==> src/rtl/gps_capture_pkg.sv <==
// Shared definitions for the GPS sample capture front end.
// Holds the sample layout (width and bit positions of I0/I1/Q0/Q1),
// the capture FSM state type and the default sample FIFO depth.
package gps_capture_pkg;

  localparam int SAMPLE_W = 4;

  // Bit positions inside a captured nibble {I0,I1,Q0,Q1}
  localparam int I0_BIT = 3;
  localparam int I1_BIT = 2;
  localparam int Q0_BIT = 1;
  localparam int Q1_BIT = 0;

  localparam int DEFAULT_FIFO_DEPTH = 8;

  // Code 2'b11 is unused; the FSM sends it back to DISARMED
  typedef enum logic [1:0] {
    DISARMED = 2'b00,
    ARMING   = 2'b01,
    RUN      = 2'b10
  } cap_state_t;

endpackage

==> src/rtl/gps_sample_capture_fifo.sv <==
// First-word-fall-through sample FIFO.
// Ports:
//   clk, rst      - clock, synchronous active-high reset
//   push, wr_data - write request and data; ignored when full unless a pop
//                   happens on the same edge
//   pop           - remove the head; ignored when empty
//   rd_data       - current head (zero while empty)
//   full, empty   - occupancy flags
//   level         - occupancy, 0..DEPTH
// DEPTH must be a power of two (>= 2) so the pointers wrap for free.
module sample_fifo
  import gps_capture_pkg::*;
#(
  parameter int DEPTH = DEFAULT_FIFO_DEPTH,
  parameter int W     = SAMPLE_W
) (
  input  logic                     clk,
  input  logic                     rst,
  input  logic                     push,
  input  logic [W-1:0]             wr_data,
  input  logic                     pop,
  output logic [W-1:0]             rd_data,
  output logic                     full,
  output logic                     empty,
  output logic [$clog2(DEPTH):0]   level
);

  localparam int AW = $clog2(DEPTH);

  logic [W-1:0]  mem [DEPTH];
  logic [AW-1:0] wr_ptr;
  logic [AW-1:0] rd_ptr;
  logic [AW:0]   count;
  logic          do_push;
  logic          do_pop;

  assign empty = (count == '0);
  assign full  = (count == (AW+1)'(DEPTH));

  // A pop on a full FIFO frees the slot the simultaneous push needs
  assign do_pop  = pop & ~empty;
  assign do_push = push & (~full | do_pop);

  always_ff @(posedge clk) begin
    if (rst) begin
      wr_ptr <= '0;
      rd_ptr <= '0;
      count  <= '0;
    end else begin
      if (do_push) wr_ptr <= wr_ptr + AW'(1);
      if (do_pop)  rd_ptr <= rd_ptr + AW'(1);
      case ({do_push, do_pop})
        2'b10:   count <= count + (AW+1)'(1);
        2'b01:   count <= count - (AW+1)'(1);
        default: count <= count;
      endcase
    end
  end

  // Storage carries no reset; stale entries are never visible because
  // the head is masked while empty.
  always_ff @(posedge clk) begin
    if (do_push) mem[wr_ptr] <= wr_data;
  end

  assign rd_data = empty ? '0 : mem[rd_ptr];
  assign level   = count;

endmodule

==> src/rtl/gps_sample_capture.sv <==
// GPS front-end sample capture.
// Brings GPS_CLK and the I0/I1/Q0/Q1 bits into the MCU_CLK_25_000 domain
// through equal-depth synchronisers, captures one nibble per GPS_CLK rising
// edge while armed, and buffers the nibbles for the SPI bridge.
// Ports:
//   MCU_CLK_25_000 - sole clock
//   RESET          - synchronous active-high reset
//   CAPTURE_EN     - level, arms/disarms capture
//   GPS_CLK, GPS_I0, GPS_I1, GPS_Q0, GPS_Q1 - asynchronous front-end inputs
//   SAMPLE_OUT     - FIFO head {I0,I1,Q0,Q1}
//   DATAREADY      - FIFO non-empty
//   DATA_ACK       - pop strobe
//   FIFO_LEVEL     - occupancy
//   OVERFLOW       - sticky drop flag
//   OVF_COUNT      - saturating drop count
// Handshake: SAMPLE_OUT is valid whenever DATAREADY=1; a DATA_ACK sampled
// high on a clock edge while DATAREADY=1 consumes the head on that edge and
// the next entry (if any) is presented after it. DATA_ACK while DATAREADY=0
// has no effect. There is no back-pressure towards the front end: a sample
// arriving at a full FIFO with no simultaneous pop is dropped and counted.
module gps_sample_capture
  import gps_capture_pkg::*;
#(
  parameter int FIFO_DEPTH  = DEFAULT_FIFO_DEPTH,
  parameter int SYNC_STAGES = 2,
  parameter int OVF_CNT_W   = 8
) (
  input  logic                          MCU_CLK_25_000,
  input  logic                          RESET,
  input  logic                          CAPTURE_EN,
  input  logic                          GPS_CLK,
  input  logic                          GPS_I0,
  input  logic                          GPS_I1,
  input  logic                          GPS_Q0,
  input  logic                          GPS_Q1,
  output logic [SAMPLE_W-1:0]           SAMPLE_OUT,
  output logic                          DATAREADY,
  input  logic                          DATA_ACK,
  output logic [$clog2(FIFO_DEPTH):0]   FIFO_LEVEL,
  output logic                          OVERFLOW,
  output logic [OVF_CNT_W-1:0]          OVF_COUNT
);

  // ARMING lasts SYNC_STAGES+1 clocks: counter runs 0..SYNC_STAGES
  localparam int ACW = $clog2(SYNC_STAGES + 2);
  localparam logic [ACW-1:0] ARM_LAST = ACW'(SYNC_STAGES);

  logic [SAMPLE_W-1:0]                    gps_raw;
  logic [SYNC_STAGES-1:0]                 clk_sync;
  logic [SYNC_STAGES-1:0][SAMPLE_W-1:0]   data_sync;
  logic                                   clk_hist;
  logic                                   gps_edge;

  cap_state_t     state_q;
  cap_state_t     state_d;
  logic [ACW-1:0] arm_cnt;

  logic push;
  logic fifo_full;
  logic fifo_empty;
  logic drop;

  always_comb begin
    gps_raw         = '0;
    gps_raw[I0_BIT] = GPS_I0;
    gps_raw[I1_BIT] = GPS_I1;
    gps_raw[Q0_BIT] = GPS_Q0;
    gps_raw[Q1_BIT] = GPS_Q1;
  end

  // Clock and data chains have the same depth, so the data word leaving
  // the chain alongside the first high GPS_CLK is the one sampled on the
  // same MCU edge. Clock flops reset high so a GPS_CLK held high through
  // reset does not look like a fresh rising edge.
  always_ff @(posedge MCU_CLK_25_000) begin
    if (RESET) begin
      clk_sync  <= '1;
      clk_hist  <= 1'b1;
      data_sync <= '0;
    end else begin
      clk_sync  <= {clk_sync[SYNC_STAGES-2:0], GPS_CLK};
      data_sync <= {data_sync[SYNC_STAGES-2:0], gps_raw};
      clk_hist  <= clk_sync[SYNC_STAGES-1];
    end
  end

  assign gps_edge = clk_sync[SYNC_STAGES-1] & ~clk_hist;

  // Capture FSM
  always_ff @(posedge MCU_CLK_25_000) begin
    if (RESET) begin
      state_q <= DISARMED;
      arm_cnt <= '0;
    end else begin
      state_q <= state_d;
      arm_cnt <= (state_q == ARMING) ? arm_cnt + ACW'(1) : '0;
    end
  end

  always_comb begin
    state_d = DISARMED;
    case (state_q)
      DISARMED: state_d = CAPTURE_EN ? ARMING : DISARMED;
      ARMING: begin
        if (!CAPTURE_EN)            state_d = DISARMED;
        else if (arm_cnt == ARM_LAST) state_d = RUN;
        else                        state_d = ARMING;
      end
      RUN:      state_d = CAPTURE_EN ? RUN : DISARMED;
      default:  state_d = DISARMED;
    endcase
  end

  // Push decision uses the current state, so an edge in the same cycle
  // that CAPTURE_EN falls is still taken.
  assign push = gps_edge & (state_q == RUN);

  sample_fifo #(
    .DEPTH (FIFO_DEPTH),
    .W     (SAMPLE_W)
  ) u_fifo (
    .clk     (MCU_CLK_25_000),
    .rst     (RESET),
    .push    (push),
    .wr_data (data_sync[SYNC_STAGES-1]),
    .pop     (DATA_ACK),
    .rd_data (SAMPLE_OUT),
    .full    (fifo_full),
    .empty   (fifo_empty),
    .level   (FIFO_LEVEL)
  );

  assign DATAREADY = ~fifo_empty;

  // Full implies non-empty, so an ack on a full FIFO always makes room
  assign drop = push & fifo_full & ~DATA_ACK;

  always_ff @(posedge MCU_CLK_25_000) begin
    if (RESET) begin
      OVERFLOW  <= 1'b0;
      OVF_COUNT <= '0;
    end else if (drop) begin
      OVERFLOW <= 1'b1;
      if (OVF_COUNT != '1) OVF_COUNT <= OVF_COUNT + OVF_CNT_W'(1);
    end
  end

endmodule

==> config.mk <==
export PLATFORM = sky130hd
export DESIGN_NAME = gps_sample_capture
export DESIGN_NICKNAME = d
export VERILOG_FILES = /design/src/rtl/gps_capture_pkg.sv /design/src/rtl/gps_sample_capture_fifo.sv /design/src/rtl/gps_sample_capture.sv
export SDC_FILE = /design/constraint.sdc
export NUM_CORES = 1
export LEC_CHECK = 0
export CAP_MARGIN = 20
export CORE_UTILIZATION = 51
export CTS_CLUSTER_SIZE = 20
export DETAILED_ROUTE_END_ITERATION = 6
export PLACE_DENSITY = 0.76
export REMOVE_ABC_BUFFERS = 1
export SETUP_SLACK_MARGIN = 0.05
export SLEW_MARGIN = 20
export SYNTH_ARGS = -nofsm -noshare
export SYNTH_HDL_FRONTEND = slang
export SYNTH_HIERARCHICAL = 1
export SYNTH_SLANG_ARGS = --single-unit
==> constraint.sdc <==
create_clock -name MCU_CLK_25_000 -period 2.5 [get_ports MCU_CLK_25_000]
set_input_delay 0.25 -clock MCU_CLK_25_000 [delete_from_list [all_inputs] [get_ports MCU_CLK_25_000]]
set_output_delay 0.25 -clock MCU_CLK_25_000 [all_outputs]
set_load 0.02 [all_outputs]
==> results.md <==
* Status: complete, no violations
* TritonCTS clock tree: yes
* Hold_sp: clk_sync[0]
* Area delta synth->final at 21.18%
* Worst path bufs/invs at 2
* Worst-margin pin slew at 0.9104 ns
* Worst path cell trace: buf_4 > mux4_2 > mux2i_1 > nor2_1 > clkdlybuf4s50_1
* Critical Path Slowest Stage Cell: mux4_2
* # DRC at 0
* Area of the multi-input gates at 1086 sq um
* Asr flop ratio synth at 0%
* Nets at 275
* Placer Congestion at 0.7631
* Total power per unit cell area at 895.8 nW/um^2
* Synth Register Bits at 69
* # setup viols final at 0
* HPWL after detailed placement at 3362 um
* CTS Root Cell: clkbuf_8
* Hold Crit Depth at 1
* Max-cap violations at 0
* Largest net degree at the start of global routing at 15
* FF/Latch Area at 1702 sq um
* Initial antenna violation count at 0
* Max FO, Critical Path at 8
* Port Buffers at 26
* Fmax at 0.4260 GHz
* Cells after synthesis at 216
* Number of diodes at 0
* Post-CTS setup repair buffer count at 0
* Max clock buf depth at 2
* Die H at 76.96 um
* Initial drt markers at 99
* Placed Area at 3278 sq um
* Setup TNS at 0 ns
* Syn Area/Cell at 13.27 sq um
* Fillers at 390
* Routed vias at 1747
* FF-to-FF path depth at 8
* DIE AREA at 5922 sq um
* Fin. Hold Viols at 0
* Kind of critical path: flop to primary output
* Vias in the first global route at 1696
* Layout Skew at 0.008841 ns
* Final WL at 4902 um
* Share of cells above drive strength 1 at 20.08%
* Area leader, netlist: edfxtp_1
* Critical R2R Capture: u_fifo/level[3]
* Synth cell types at 46
* Peak supply drop at 0.0005599 V
* Routed Antenna Nets at 0
* R2R Path Start: u_fifo/level[3]
* Chip width at 76.96 um
* Startpoint Class: flop
* Starting density of the core at 54.37%
* TritonCTS Sinks at 69
* Fraction of the yosys area taken by sequential cells at 59.39%
* GRT overflow at 0
* Final period util at 93.90%
* Core Region at 5270 sq um
* H-tree depth at 3
* CTS clk-pin slew, worst paths at 0.07 ns
* Num CTS Buffers at 9
* Final Cell Area at 3472 sq um
* R2R Setup Slk at 0.25 ns
* DR vias/cell at 5.231
* Leak Pwr at 1.310 nW
* Main synth FF type: dfxtp_1
* CP arrival at 2.10 ns
* Crit-path leading delay family: buffers and inverters
* DRT Pass-1 Iters at 4
* RSZ-0062 raised after global routing: no
* Critical path required time at 2.25 ns
* Tmin final at 2.348 ns
* Global-route wire length before repair at 8093 um
* Slew Viols, Final at 0
* Cell Area, Synth at 2865 sq um
* Max-slew headroom at 38.75%
* Worst min-delay path class: flop to flop
* Number of synthesized flops with an enable pin at 32
* Ys Warns at 6
* Critical path capture point type: primary output
* Post-synth top area share at 33.54%
* Worst min-delay path endpoint: clk_sync[1]
* Top Ports at 27
* Total track usage at 18.37%
* Top post-synthesis cells by area: edfxtp_1, dfxtp_1, mux4_2
* WL per Instance at 14.68 um
* Clock latency on the worst-skew pair at 0.34 ns
* Std-Cell Rows at 26
* Critical path's largest stage delay at 0.52 ns
-- cell usage after synthesis, types with 2 or more instances --
| cell type | n |
|---|---|
| nor3_1 | 6 |
| clkbuf_1 | 5 |
| nand4_1 | 2 |
| nor4_1 | 2 |
| o21ai_0 | 3 |
| a21oi_1 | 5 |
| nand2_1 | 7 |
| xor2_1 | 6 |
| or2_2 | 4 |
| and4_1 | 2 |
| nand2b_1 | 2 |
| nand3_1 | 2 |
| edfxtp_1 | 32 |
| mux2i_1 | 9 |
| xnor2_1 | 4 |
| inv_1 | 8 |
| nor2_1 | 28 |
| dfxtp_1 | 37 |
| ha_1 | 6 |
| o211ai_1 | 2 |
| or3_1 | 2 |
| mux4_2 | 8 |
| nor2b_1 | 9 |
| a211oi_1 | 2 |
| and3_1 | 2 |
-- through the flow --
step | std cells | hold WS [ns] | util, % | total power [W] | setup slack, ns
after floorplan | 207 | 0.3191 | - | 0.001898 | 0.06769
after global placement | 318 | 0.3930 | 62.20 | 0.002276 | 0.05972
after detailed placement | 318 | 0.4044 | 62.20 | 0.002293 | 0.02041
after CTS | 334 | 0.4131 | 65.79 | 0.003147 | 0.07511
after global routing | 334 | 0.4195 | 65.88 | 0.003277 | 0.05318
final | 334 | 0.4072 | 65.88 | 0.003110 | 0.1525
-- metal layers --
metal,up-vias,part of all wire (%),GRT usage [%]
met5,-,0,0
met4,0,1.6,8.077
met3,9,3.4,5.000
met2,36,50,30.98
met1,830,45,21.89
li1,872,-,-
-- sequential cells by signal, summed over array words and instances (netlist names), named ones only --
signal,cells
u_fifo/mem,32
arm_cnt,2
data_sync,8
OVERFLOW,1
clk_sync,2
OVF_COUNT,8
state_q,2
u_fifo/level,4
u_fifo/wr_ptr,3
clk_hist,1
u_fifo/rd_ptr,3
-- cell type report --
class	count	area share, %
clock buffer	9	3.568
timing repair buffer	41	10.85
inverter	8	0.8649
sequential	69	49.01
clock inverter	7	1.910
multi-input combinational	130	31.28
tap	70	2.523
-- layout by cell type (no fill, tap or decap), types with 2 or more instances in the layout --
cell,count
nor2_1,28
nor4_1,2
nand4_1,2
dlymetal6s2s_1,2
or3_1,2
nand2b_1,2
o21ai_0,3
inv_1,8
o211ai_1,2
a211oi_1,2
mux4_2,8
nor3_1,6
clkinv_2,4
ha_1,6
clkbuf_8,9
and4_1,2
or2_2,4
mux2i_1,9
nand3_1,2
buf_4,15
dfxtp_1,37
xor2_1,6
nand2_1,7
and3_1,2
xnor2_1,4
clkdlybuf4s50_1,23
a21oi_1,5
nor2b_1,9
edfxtp_1,32
-- repair_timing --
item | 4_1_cts | 5_1_grt
hold buffers | 0 | 0
setup endpoints to repair | 1 | 2
gates resized for setup | 1 | 2
-- where the power goes --
part	internal (W)	total, W	switching [W]
registers	0.00124	0.00130	0.0000630
logic	0.000483	0.000954	0.000471
clock network	0.000455	0.000858	0.000404
total	0.00217	0.00311	0.000938
-- logic make-up after synthesis --
kind of cell | count (synthesis) | synth area share, %
fa+ha+maj | 7 | 3.319
xor+xnor | 10 | 3.057
flops | 69 | 59.39
mux | 19 | 10.22
buf+inv | 17 | 2.707
compound gates | 21 | 7.423
simple gates | 73 | 13.89
-- worst max-delay path by stage --
stage                           from              end  slack [ns]  cells past startpoint
after floorplan           state_q[0]  u_fifo/level[3]        0.07                      8
after global placement      DATA_ACK  u_fifo/level[3]        0.06                      9
after detailed placement    DATA_ACK  u_fifo/level[3]        0.02                      9
after CTS                       flop    SAMPLE_OUT[1]        0.08                      5
after global routing            flop    SAMPLE_OUT[0]        0.05                      5
final                           flop    SAMPLE_OUT[0]        0.15                      5
(Power assumes the default switching activity.)
==> patch 1: new RTL, config.mk and constraints unchanged <==
Re-encode `cap_state_t` (3 states) as one-hot, 3 bits wide.
--- a/src/rtl/gps_capture_pkg.sv
+++ b/src/rtl/gps_capture_pkg.sv
@@ -15,8 +15,8 @@
 
   // Code 2'b11 is unused; the FSM sends it back to DISARMED
-  typedef enum logic [1:0] {
-    DISARMED = 2'b00,
-    ARMING   = 2'b01,
-    RUN      = 2'b10
+  typedef enum logic [2:0] {
+    DISARMED = 3'b001,
+    ARMING   = 3'b010,
+    RUN      = 3'b100
   } cap_state_t;
 
Formal check against the unedited RTL: same outputs for any inputs over 10 cycles, from zero or initial values and one cycle with RESET high; not proved beyond that.
==> patch 1 against the original RTL <==
Core utilization decreased by 1.6 points; wire length is 1.7% higher; sequential cell count increased by 1; design area is 2.0% higher; first-iteration DRC count down 1.0%; die area is 1.2% higher; total power is 2.5% higher; synthesized area up 1.2%; worst setup slack worse by 0.071 ns.
==> patch 1: results (changes against the original RTL) <==
run status=complete, no violations (unchanged); switching part of the total power=30.38% (was 30.14%); Crit Path Max Fanout=12 (was 8); HPWL after detailed placement=3444 µm (was 3362 µm); iteration count of the initial detailed-routing pass=4 (unchanged); number of buffers inserted during clock tree synthesis=9 (unchanged); initial DRC count=98 (was 99); Leak Pwr=1.249 nW (was 1.310 nW); clk_skew=0.01427 ns (was 0.008841 ns); via density per instance=5.312 (was 5.231); mean instance size in the synthesized netlist=12.89 µm² (was 13.27 µm²); peak supply drop=0.5671 mV (was 0.5599 mV); total of buffers placed on input and output ports=26 (unchanged); vias in the first global route=1,794 (was 1,696); sequential cell area fraction in the yosys report=59.36% (was 59.39%); ratio of cells with drive above 1 in the final layout=20.07% (was 20.08%); biggest area contributors in the synthesized netlist=sky130_fd_sc_hd__edfxtp_1 (33%), sky130_fd_sc_hd__dfxtp_1 (26%), sky130_fd_sc_hd__mux4_2 (6.2%), sky130_fd_sc_hd__nor2_1 (2.8%), sky130_fd_sc_hd__ha_1 (2.6%) (was sky130_fd_sc_hd__edfxtp_1 (34%), sky130_fd_sc_hd__dfxtp_1 (26%), sky130_fd_sc_hd__mux4_2 (6.3%), sky130_fd_sc_hd__nor2_1 (3.7%), sky130_fd_sc_hd__mux2i_1 (3.1%)); wire length reported by the detailed router=4983 µm (was 4902 µm); Distinct cells, synth=49 (was 46); placer's final routability congestion estimate=0.7953 (was 0.7631); pre-CTS setup slack=0.006372 ns (was 0.02041 ns); Max transition margin=56.41% (was 38.75%); clock latency on the worst-skew pair=0.35 ns; largest net degree at the start of global routing=36 (was 15); combined global-route utilization of all metal layers=19.06% (was 18.37%); top cells by instance count after synthesis=sky130_fd_sc_hd__dfxtp_1 (38), sky130_fd_sc_hd__edfxtp_1 (32), sky130_fd_sc_hd__nor2_1 (22) (was sky130_fd_sc_hd__dfxtp_1 (37), sky130_fd_sc_hd__edfxtp_1 (32), sky130_fd_sc_hd__nor2_1 (28)); number of instances in the placed design=330 (was 318); Arrival @ worst endpoint=2.66 ns (was 2.10 ns); Non-Filler Instances=346 (was 334); clock edge transition at the registers on the reported setup and hold paths=around 0.080 ns; global-route wire length before repair=8466 µm (was 8093 µm); final net count=285 (was 275)
## patch 1: cell count changes after synthesis, sizes merged, moves of 3 or more
cell / change
nor4: +5
xor2: -3
nor2: -6
nand3: +3
## patch 1: final timing paths
| kind | start | endpoint | slack, ns | cells after the start |
|---|---|---|---|---|
| setup reg to reg | u_fifo/level[2] | OVF_COUNT[5] | 0.08 | 6 |
| hold / removal | clk_sync[0] | clk_sync[1] | 0.41 | 1 |
| setup / recovery | u_fifo/level[2] | OVF_COUNT[5] | 0.08 | 6 |
| hold reg to reg | clk_sync[0] | clk_sync[1] | 0.41 | 1 |
## patch 1: power by group through the flow
stage	clock network (mW)	logic, mW	registers [mW]
2_1_floorplan	0	0.485	1.41
3_3_place_gp	0	0.972	1.31
3_5_place_dp	0	0.987	1.32
4_1_cts	0.942	0.991	1.29
5_1_grt	0.983	1.06	1.30
6_report	0.917	0.982	1.29
## patch 1: logic make-up (layout without fill, tap and decap cells)
group,Yosys count,in the layout,synth area share (%)
fa+ha+maj,7,7,3.279
buf+inv,19,68,2.934
compound gates,28,28,7.938
xor+xnor,7,7,2.114
flops,70,70,59.36
simple gates,76,76,14.58
mux,18,18,9.793
## patch 1: timing repair
item / CTS / global route
setup buffers: 0 / 0
endpoints found under the setup margin: 0 / 4
hold endpoints to repair: 0 / 0
resized for setup: 0 / 5
## patch 1: layout make-up
cell class | count | area [µm²]
Timing Repair Buffer | 42 | 385.4
Clock inverter | 7 | 77.57
Fill cell | 427 | 1964
Sequential cell | 70 | 1722
Multi-Input combinational cell | 136 | 1106
Clock buffer | 9 | 123.9
Tap cell | 72 | 90.09
Inverter | 10 | 37.54
## patch 1: per-stage QoR
step	hold slack (ns)	utilization, %	power (mW)	instance area (µm²)
2_1_floorplan	0.3191	-	1.896	2853
3_3_place_gp	0.3936	60.35	2.285	3323
3_5_place_dp	0.3993	60.35	2.305	3323
4_1_cts	0.4176	64.01	3.225	3525
5_1_grt	0.4347	64.33	3.345	3542
6_report	0.4132	64.33	3.189	3542
## patch 1: critical path, stage by stage (launching register included)
cell and delay, ns:
sky130_fd_sc_hd__dfxtp_1 0.31, sky130_fd_sc_hd__or4b_4 0.54, sky130_fd_sc_hd__inv_1 0.06, sky130_fd_sc_hd__or4b_4 0.47
sky130_fd_sc_hd__or2_4 0.30, sky130_fd_sc_hd__nor4_4 0.27, sky130_fd_sc_hd__mux2_2 0.37
## patch 1: layer usage
metal	track usage, %	part of all wire, %	vias to the layer above
met4	10.75	2.3	0
li1	-	-	920
met1	22.23	44	858
met5	0	0	-
met2	32.30	50	49
met3	4.353	3.8	11
==> patch 2: new RTL, config.mk and constraints unchanged <==
Without the edit above. `DEFAULT_FIFO_DEPTH`: 8 -> 16.
--- a/src/rtl/gps_capture_pkg.sv
+++ b/src/rtl/gps_capture_pkg.sv
@@ -12,5 +12,5 @@
   localparam int Q1_BIT = 0;
 
-  localparam int DEFAULT_FIFO_DEPTH = 8;
+  localparam int DEFAULT_FIFO_DEPTH = 16;
 
   // Code 2'b11 is unused; the FSM sends it back to DISARMED
Interface: changed (resized FIFO_LEVEL); port bits go from 27 to 28. No check against the original RTL was run, so the function may have changed too.
==> patch 2 against the original RTL <==
Sequential cell count is 36 higher; synthesized area is 55% higher; worst setup slack worse by 0.11 ns; total power is 40% higher; design area is 48% higher; maximum frequency is 4.4% lower; highest routed layer unchanged; sequential share of layout area is 4.4 points higher; wire length is 63% higher; critical path type is now reg2reg.
==> patch 2: results (changes against the original RTL) <==
run status=complete, no violations (unchanged); Arrival @ worst endpoint=2.70 ns (was 2.10 ns); Non-Filler Instances=474 (was 334); Crit Path Max Fanout=3 (was 8); total of buffers placed on input and output ports=27 (was 26); initial DRC count=160 (was 99); global-route wire length before repair=12,810 µm (was 8093 µm); final net count=384 (was 275); clock edge transition at the registers on the reported setup and hold paths=0.10 ns (was 0.07 ns); via density per instance=5.593 (was 5.231); placer's final routability congestion estimate=0.7871 (was 0.7631); filler cell count=651 (was 390); Leak Pwr=1.760 nW (was 1.310 nW); post-DR wirelength/cell=16.89 µm (was 14.68 µm); largest net degree at the start of global routing=29 (was 15); Post-synth EDFFs=64 (was 32); Distinct cells, synth=49 (was 46); clock latency on the worst-skew pair=0.37 ns (was 0.34 ns); vias in the first global route=2,568 (was 1,696); peak supply drop=0.6890 mV (was 0.5599 mV); CP max-delay cell=sky130_fd_sc_hd__or4_1 (was sky130_fd_sc_hd__mux4_2); NetSw=1.414 mW (was 937.6 µW); transition time at the pin with the least slew margin=0.5199 ns (was 0.9104 ns); Worst path max stage delay=0.56 ns (was 0.52 ns); pre-CTS setup slack=-0.03192 ns (was 0.02041 ns); mean instance size in the synthesized netlist=14.05 µm² (was 13.27 µm²); largest registers=u_fifo/mem: 64 flops, OVF_COUNT: 8 flops, data_sync: 8 flops (was u_fifo/mem: 32 flops, OVF_COUNT: 8 flops, data_sync: 8 flops); ratio of cells with drive above 1 in the final layout=21.68% (was 20.08%); sequential cell area fraction in the yosys report=61.57% (was 59.39%); biggest area contributors in the synthesized netlist=sky130_fd_sc_hd__edfxtp_1 (43%), sky130_fd_sc_hd__dfxtp_1 (18%), sky130_fd_sc_hd__mux4_2 (8.1%), sky130_fd_sc_hd__ha_1 (2.8%), sky130_fd_sc_hd__mux2i_1 (2.2%) (was sky130_fd_sc_hd__edfxtp_1 (34%), sky130_fd_sc_hd__dfxtp_1 (26%), sky130_fd_sc_hd__mux4_2 (6.3%), sky130_fd_sc_hd__nor2_1 (3.7%), sky130_fd_sc_hd__mux2i_1 (3.1%)); HPWL after detailed placement=5750 µm (was 3362 µm); most used flip-flop cell after synthesis=sky130_fd_sc_hd__edfxtp_1 (was sky130_fd_sc_hd__dfxtp_1); combined global-route utilization of all metal layers=19.14% (was 18.37%)
==> patch 2: changes by cell type after synthesis, sizes merged, moves of 6 or more <==
cell	before	now
a211oi	3	10
mux4	8	16
edfxtp	32	64
inv	8	15
nor2b	9	15
and2	0	8
==> patch 2: cells by family (layout without fill, tap and decap cells) <==
family | count (synthesis) | after routing | synth area share (%)
flops | 105 | 105 | 61.57
xor+xnor | 8 | 8 | 1.573
compound gates | 39 | 39 | 7.304
mux | 28 | 28 | 10.84
simple gates | 96 | 96 | 12.47
buf+inv | 30 | 82 | 2.977
fa+ha+maj | 11 | 11 | 3.258
==> patch 2: metrics by stage <==
stage | power [mW] | instance area (µm²) | hold slack, ns
2_1_floorplan | 2.807 | 4378 | 0.3191
3_3_place_gp | 3.385 | 4952 | 0.3909
3_5_place_dp | 3.418 | 4952 | 0.3936
4_1_cts | 4.369 | 5150 | 0.4122
5_1_grt | 4.556 | 5149 | 0.4237
6_report | 4.345 | 5149 | 0.4121
==> patch 2: what timing repair did <==
item / in CTS / in global routing
setup buffers: 0 / 1
endpoints found under the setup margin: 6 / 6
resized for setup: 10 / 14
==> patch 2: per-layer routing <==
metal | vias up | routed length, µm | track usage [%]
li1 | 1276 | - | -
met1 | 1317 | 3561 | 24.30
met2 | 51 | 4090 | 32.74
met3 | 7 | 291 | 4.147
met4 | 0 | 62 | 5.970
met5 | - | 0 | 0
==> patch 2: area by class of cell <==
cell class / instances / area (µm²) / area share (%)
flip-flops and latches: 105 / 2749 / 53.39
multi-input cells: 182 / 1594 / 30.96
repair buffers: 51 / 429.2 / 8.335
well taps: 105 / 131.4 / 2.552
clock buffers: 10 / 127.6 / 2.479
clock inverters: 6 / 61.31 / 1.191
inverters: 15 / 56.30 / 1.094
==> patch 2: path summary, 6_finish.rpt <==
check | to | cells past startpoint | slack, ns | startpoint
worst min register to register | arm_cnt[0] | 1 | 0.41 | arm_cnt[0]
worst min-delay path | arm_cnt[0] | 1 | 0.41 | arm_cnt[0]
worst max register to register | u_fifo/level[4] | 7 | 0.04 | u_fifo/level[0]
worst max-delay path | u_fifo/level[4] | 7 | 0.04 | u_fifo/level[0]
==> patch 2: power groups by stage <==
stage	clock, mW	combinational, mW	sequential (mW)
after floorplan	0	0.710	2.10
after global placement	0	1.40	1.99
after detailed placement	0	1.43	1.99
after CTS	1.01	1.40	1.95
after global routing	1.07	1.52	1.97
final	0.994	1.40	1.96
